## src/rtl/cr_file.sv

```systemverilog
// cr_file: parametrised condition-register file with a one-entry commit stage.
//
// Holds NFIELD fields of FW bits (CR width W = NFIELD*FW). Bit numbering is big-endian:
// CR bit 0 is the MSB of field 0 and lives at vector index W-1. The same convention
// applies to req_data, req_fxm and busy (index NFIELD-1 is field 0).
//
// Ports:
//   clk, rst       clock; asynchronous active-high reset
//   req_valid/ready  write request handshake (accepted when both high at an edge)
//   req_op         0 WBIT, 1 WFIELD, 2 WMASK, 3 LOGIC
//   req_bt         target bit (WBIT/LOGIC) or bit inside the target field (WFIELD)
//   req_ba/bb      LOGIC source bit addresses
//   req_lop        LOGIC function (AND OR XOR NAND NOR EQV ANDC ORC)
//   req_fxm        WMASK field select
//   req_data       write data aligned to CR bit positions
//   ckpt_save      capture the post-commit CR into the checkpoint
//   ckpt_restore   reload the CR from the checkpoint and flush the commit stage
//   cr             committed CR value
//   busy           fields targeted by the write held in the commit stage
module cr_file #(
  parameter int unsigned NFIELD = 8,
  parameter int unsigned FW     = 4,
  parameter int unsigned AW     = 5
) (
  input  logic                 clk,
  input  logic                 rst,
  input  logic                 req_valid,
  output logic                 req_ready,
  input  logic [1:0]           req_op,
  input  logic [AW-1:0]        req_bt,
  input  logic [AW-1:0]        req_ba,
  input  logic [AW-1:0]        req_bb,
  input  logic [2:0]           req_lop,
  input  logic [NFIELD-1:0]    req_fxm,
  input  logic [NFIELD*FW-1:0] req_data,
  input  logic                 ckpt_save,
  input  logic                 ckpt_restore,
  output logic [NFIELD*FW-1:0] cr,
  output logic [NFIELD-1:0]    busy
);

  localparam int unsigned W = NFIELD * FW;

  typedef enum logic [1:0] {
    OpWbit   = 2'd0,
    OpWfield = 2'd1,
    OpWmask  = 2'd2,
    OpLogic  = 2'd3
  } op_e;

  typedef enum logic [2:0] {
    LopAnd  = 3'd0,
    LopOr   = 3'd1,
    LopXor  = 3'd2,
    LopNand = 3'd3,
    LopNor  = 3'd4,
    LopEqv  = 3'd5,
    LopAndc = 3'd6,
    LopOrc  = 3'd7
  } lop_e;

  logic [W-1:0]      cr_q, cr_d;
  logic [W-1:0]      ckpt_q, ckpt_d;
  logic [W-1:0]      en_q, en_d;
  logic [W-1:0]      wd_q, wd_d;
  logic [NFIELD-1:0] busy_q, busy_d;

  // Addresses widened so out-of-range values simply fail every decode compare.
  logic [31:0] bt_w, ba_w, bb_w;
  assign bt_w = 32'(req_bt);
  assign ba_w = 32'(req_ba);
  assign bb_w = 32'(req_bb);

  logic [W-1:0]      bt_bit, ba_bit, bb_bit, fld_en, fxm_en;
  logic [W-1:0]      new_en, new_wd, cr_commit;
  logic [NFIELD-1:0] ba_fld, bb_fld, new_busy;
  logic              a_bit, b_bit, lop_res, is_logic, hazard, accept;

  for (genvar i = 0; i < W; i++) begin : g_bit
    assign bt_bit[W-1-i] = (bt_w == i);
    assign ba_bit[W-1-i] = (ba_w == i);
    assign bb_bit[W-1-i] = (bb_w == i);
    assign fld_en[W-1-i] = ((bt_w / FW) == (i / FW));
    assign fxm_en[W-1-i] = req_fxm[NFIELD-1-i/FW];
  end

  for (genvar f = 0; f < NFIELD; f++) begin : g_fld
    assign ba_fld[NFIELD-1-f]   = ((ba_w / FW) == f);
    assign bb_fld[NFIELD-1-f]   = ((bb_w / FW) == f);
    assign new_busy[NFIELD-1-f] = |new_en[W-1-f*FW -: FW];
  end

  // Sources beyond the CR match no decode bit and therefore read as 0.
  assign a_bit = |(ba_bit & cr_q);
  assign b_bit = |(bb_bit & cr_q);

  always_comb begin
    lop_res = 1'b0;
    case (lop_e'(req_lop))
      LopAnd:  lop_res = a_bit & b_bit;
      LopOr:   lop_res = a_bit | b_bit;
      LopXor:  lop_res = a_bit ^ b_bit;
      LopNand: lop_res = ~(a_bit & b_bit);
      LopNor:  lop_res = ~(a_bit | b_bit);
      LopEqv:  lop_res = ~(a_bit ^ b_bit);
      LopAndc: lop_res = a_bit & ~b_bit;
      LopOrc:  lop_res = a_bit | ~b_bit;
      default: lop_res = 1'b0;
    endcase
  end

  assign is_logic = (op_e'(req_op) == OpLogic);

  always_comb begin
    new_en = '0;
    case (op_e'(req_op))
      OpWbit:   new_en = bt_bit;
      OpWfield: new_en = fld_en;
      OpWmask:  new_en = fxm_en;
      OpLogic:  new_en = bt_bit;
      default:  new_en = '0;
    endcase
    new_wd = is_logic ? ({W{lop_res}} & new_en) : (req_data & new_en);
  end

  // A LOGIC read of a field still sitting in the commit stage would see stale data.
  assign hazard    = is_logic & (|((ba_fld | bb_fld) & busy_q));
  assign req_ready = ~rst & ~ckpt_restore & ~hazard;
  assign accept    = req_valid & req_ready;

  assign cr_commit = (cr_q & ~en_q) | (wd_q & en_q);

  always_comb begin
    cr_d   = cr_commit;
    ckpt_d = ckpt_q;
    en_d   = '0;
    wd_d   = '0;
    busy_d = '0;
    if (ckpt_restore) begin
      // Restore beats save and drops whatever is pending.
      cr_d = ckpt_q;
    end else begin
      if (ckpt_save) begin
        ckpt_d = cr_commit;
      end
      if (accept) begin
        en_d   = new_en;
        wd_d   = new_wd;
        busy_d = new_busy;
      end
    end
  end

  always_ff @(posedge clk or posedge rst) begin
    if (rst) begin
      cr_q   <= '0;
      ckpt_q <= '0;
      en_q   <= '0;
      wd_q   <= '0;
      busy_q <= '0;
    end else begin
      cr_q   <= cr_d;
      ckpt_q <= ckpt_d;
      en_q   <= en_d;
      wd_q   <= wd_d;
      busy_q <= busy_d;
    end
  end

  assign cr   = cr_q;
  assign busy = busy_q;

endmodule

```

## config.mk

```make
export PLATFORM = sky130hd
export DESIGN_NAME = cr_file
export DESIGN_NICKNAME = d
export VERILOG_FILES = /design/src/rtl/cr_file.sv
export SDC_FILE = /design/constraint.sdc
export NUM_CORES = 1
export LEC_CHECK = 0
export BUFFER_PORTS_ARGS = -buffer_cell sky130_fd_sc_hd__buf_2
export CAP_MARGIN = 40
export CORE_MARGIN = 2
export CORE_UTILIZATION = 40
export CTS_BUF_LIST = sky130_fd_sc_hd__clkbuf_8
export DETAILED_ROUTE_END_ITERATION = 8
export PLACE_DENSITY_LB_ADDON = 0.25
export SYNTH_ARGS = -nofsm -noshare
export SYNTH_HDL_FRONTEND = slang
export SYNTH_SLANG_ARGS = --single-unit
```

## constraint.sdc

```tcl
create_clock -name clk -period 4.4 [get_ports clk]
set_clock_uncertainty 0.15 [all_clocks]
set_input_delay 0.44 -clock clk [delete_from_list [all_inputs] [get_ports clk]]
set_output_delay 0.44 -clock clk [all_outputs]
set_load 0.05 [all_outputs]
```

==> summary.txt <==
Layout
  – # fillers: 1,602
  – Commonest non-fill, non-tap cells in the layout: dfrtp_1, buf_2, mux2_2
  – Commonest non-fill, non-tap cell in the layout: dfrtp_1
  – Layout area overhead: 16.2%
  – Layout cell share with drive strength beyond 1: 0.351
  – Flip-flop and latch area: 3400 um2
  – Layout net count: 795
  – Area of the multi-input gates: approximately 3300 um2

Global route
  – Largest net degree at the start of global routing: 69
  – Vias in the first global route: 5,485
  – Initial antenna violation count: 2
  – GRT overflow: 0
  – Total global-route track usage: 0.221
  – First-pass GRT wire length: 30.6 mm

Timing
  – Fin. Hold Viols: 0
  – Tmin final: between 3000 and 4000 ps
  – Fin Setup TNS: 0 ps
  – Slew @ Worst Pin: 843 ps
  – Worst hold slack: 31.2 ps
  – Slew margin rel.: 0.438
  – Tcrit/Tclk final: 0.819
  – Setup violations, final: 0
  – Fmax: 277 MHz
  – Unrepaired setup endpoints after global routing: false
  – Slew Viols, Final: 0

Clock tree
  – # Post-CTS Setup Buffers: 0
  – Maximum clock insertion buffer count: 2
  – # clock sinks: roughly 140
  – CTS tree: done
  – Clk pin slew, worst setup/hold paths: approximately 80 ps
  – Hold-fix buffers, CTS: 0
  – H-tree Lvls: 4
  – Post-CTS Resized: 0
  – Num CTS Buffers: 17
  – Root Driver: clkbuf_8
  – Clk_lat worst skew: 450 ps

Floorplan
  – Die Height: 136 um
  – DIE WIDTH: 136 um
  – Initial Utilization: 0.406
  – Full die area: 18,400 um2
  – Core box area: 17,100 um2
  – Cell Rows: 48
  – Num ports: 106

Synthesis
  – Seq/Total Area, Yosys: 0.490
  – EDFF count, synth: 0
  – Avg Inst Size Synth: 11.0 um2
  – Number of synthesized register bits: 136
  – Mapped cell area: 6950 um2
  – Synth unique cells: 59
  – Synth warnings: 0
  – Post-Syn Nets: 705
  – Mapped Cells: 633
  – Synth async-reset ratio: 1.00
  – Ys flop type: dfrtp_1

Power
  – Cell Pwr Density: 351 nW/um2
  – Static Leak: 3.75 nW
  – Worst VDD drop: 0.148 mV

Routing
  – Post-route DRC violation count: 0
  – DR vias: 5,414
  – Via density per instance: 5.63
  – First-pass iteration count of the detailed router: 5
  – WL/cell: 20.3 um
  – Final ANT Viol Nets: 0
  – DRT iter0 DRCs: 413
  – Final WL: roughly 19 mm

Worst setup path
  – Critical Path End Type: flip-flop
  – Crit path from: cr[20]
  – Worst Setup Start Kind: flip-flop
  – WS Path Type: flip-flop to flip-flop
  – Worst Path Required: 4590 ps
  – Reg2Reg Setup Slack: 800 ps
  – Reg-to-Reg Start: cr[20]
  – Crit path max fanout: 32
  – Worst R2R End: wd_q[1]
  – Critical path arrival: approximately 3800 ps
  – Register-to-Register Path Depth: 11

Run
  – Max cap viols: 0

Place
  – Post-DP HPWL: around 14 mm
  – GP Congestion: 0.901
  – # port buffers: 105

Worst hold path
  – Worst hold path type: input port to asynchronous set/reset pin

Status
  – Run status: finished, final reports clean
-- critical path: stages, from the launching register on --
cell and delay [ps]:
dfrtp_1 480, mux2_2 310, a32oi_1 210, a211oi_1 100
nor4b_1 420, a31oi_1 120, ha_1 330, mux4_2 490
nand3_1 140, o31ai_4 80, buf_4 290, nor4_1 350
-- layer usage --
| layer | track usage | wire length (um) | vias up |
|---|---|---|---|
| met2 | 0.340 | 9130 | 192 |
| met3 | 0.0552 | 1150 | 41 |
| met5 | 0 | 0 | - |
| met4 | 0.0845 | 473 | 0 |
| li1 | - | - | 2487 |
| met1 | 0.302 | 8750 | 2694 |
-- area by class of cell --
cell class	instances	share of cell area
diodes	2	0.000620
clock buffers	18	0.0307
clock inverters	13	0.0194
inverters	18	0.00868
multi-input cells	437	0.410
flip-flops and latches	136	0.421
well taps	225	0.0349
repair buffers	113	0.0741
-- power by group --
| group | switching [W] | total, W | leakage, nW | internal, W |
|---|---|---|---|---|
| clock network | 0.000480 | 0.00105 | 0.209 | 0.000568 |
| logic | 0.000300 | 0.000436 | 1.66 | 0.000136 |
| registers | 0.0000502 | 0.00135 | 1.88 | 0.00130 |
| total | 0.000830 | 0.00284 | 3.75 | 0.00200 |
-- state kept, by name (all words and copies together) (netlist names) --
name    cells
en_q       32
busy        8
cr         32
ckpt_q     32
wd_q       32
-- cell usage after synthesis, drive strengths merged, types with 2 or more instances --
cell	count	area, um2
nor3	6	40.0
mux4	2	45.0
nand4	2	12.5
ha	7	87.6
or2	5	31.3
clkbuf	26	98.8
dfrtp	136	3400
a211oi	9	67.6
mux2i	21	210
nand3	16	80.1
nand2b	7	43.8
nor3b	19	153
nand3b	6	45.0
mux2	81	912
a31o	3	26.3
nor2	38	143
buf	16	92.6
nand2	47	176
o21ai	67	335
a32oi	3	26.3
o211ai	3	22.5
and3	2	12.5
inv	17	63.8
a22oi	5	37.5
nor4bb	2	20.0
and4	2	17.5
nor4	28	250
nor2b	10	62.6
a2111oi	5	138
o31ai	4	30.0
a31oi	8	56.3
a21oi	13	65.1
-- worst max-delay path by stage --
stage	slack, ps	endpoint
2_1_floorplan	170	busy[0]
3_5_place_dp	460	wd_q[28]
4_1_cts	820	wd_q[28]
3_3_place_gp	570	wd_q[28]
6_report	800	wd_q[1]
5_1_grt	630	wd_q[27]
-- through the flow --
stage	utilization	cells	power, W	setup WS (ps)	area, um2
global placement	0.447	928	0.00180	572	7650
global route	0.472	962	0.00296	630	8080
floorplan	-	633	0.00166	171	6950
CTS	0.471	960	0.00286	819	8070
finish	0.472	962	0.00284	796	8080
detailed placement	0.448	929	0.00181	459	7670
-- kinds of logic (layout without fill, tap and decap cells) --
group,after synthesis,after routing,synth area share
and+or+nand+nor,194,194,0.161
DFF,136,136,0.490
AOI/OAI and AO/OA,132,132,0.131
muxes,104,104,0.168
buffers and inverters,60,162,0.0373
adders and majority gates,7,7,0.0126
other,0,2,0
Power figures use the tool's default switching activity.
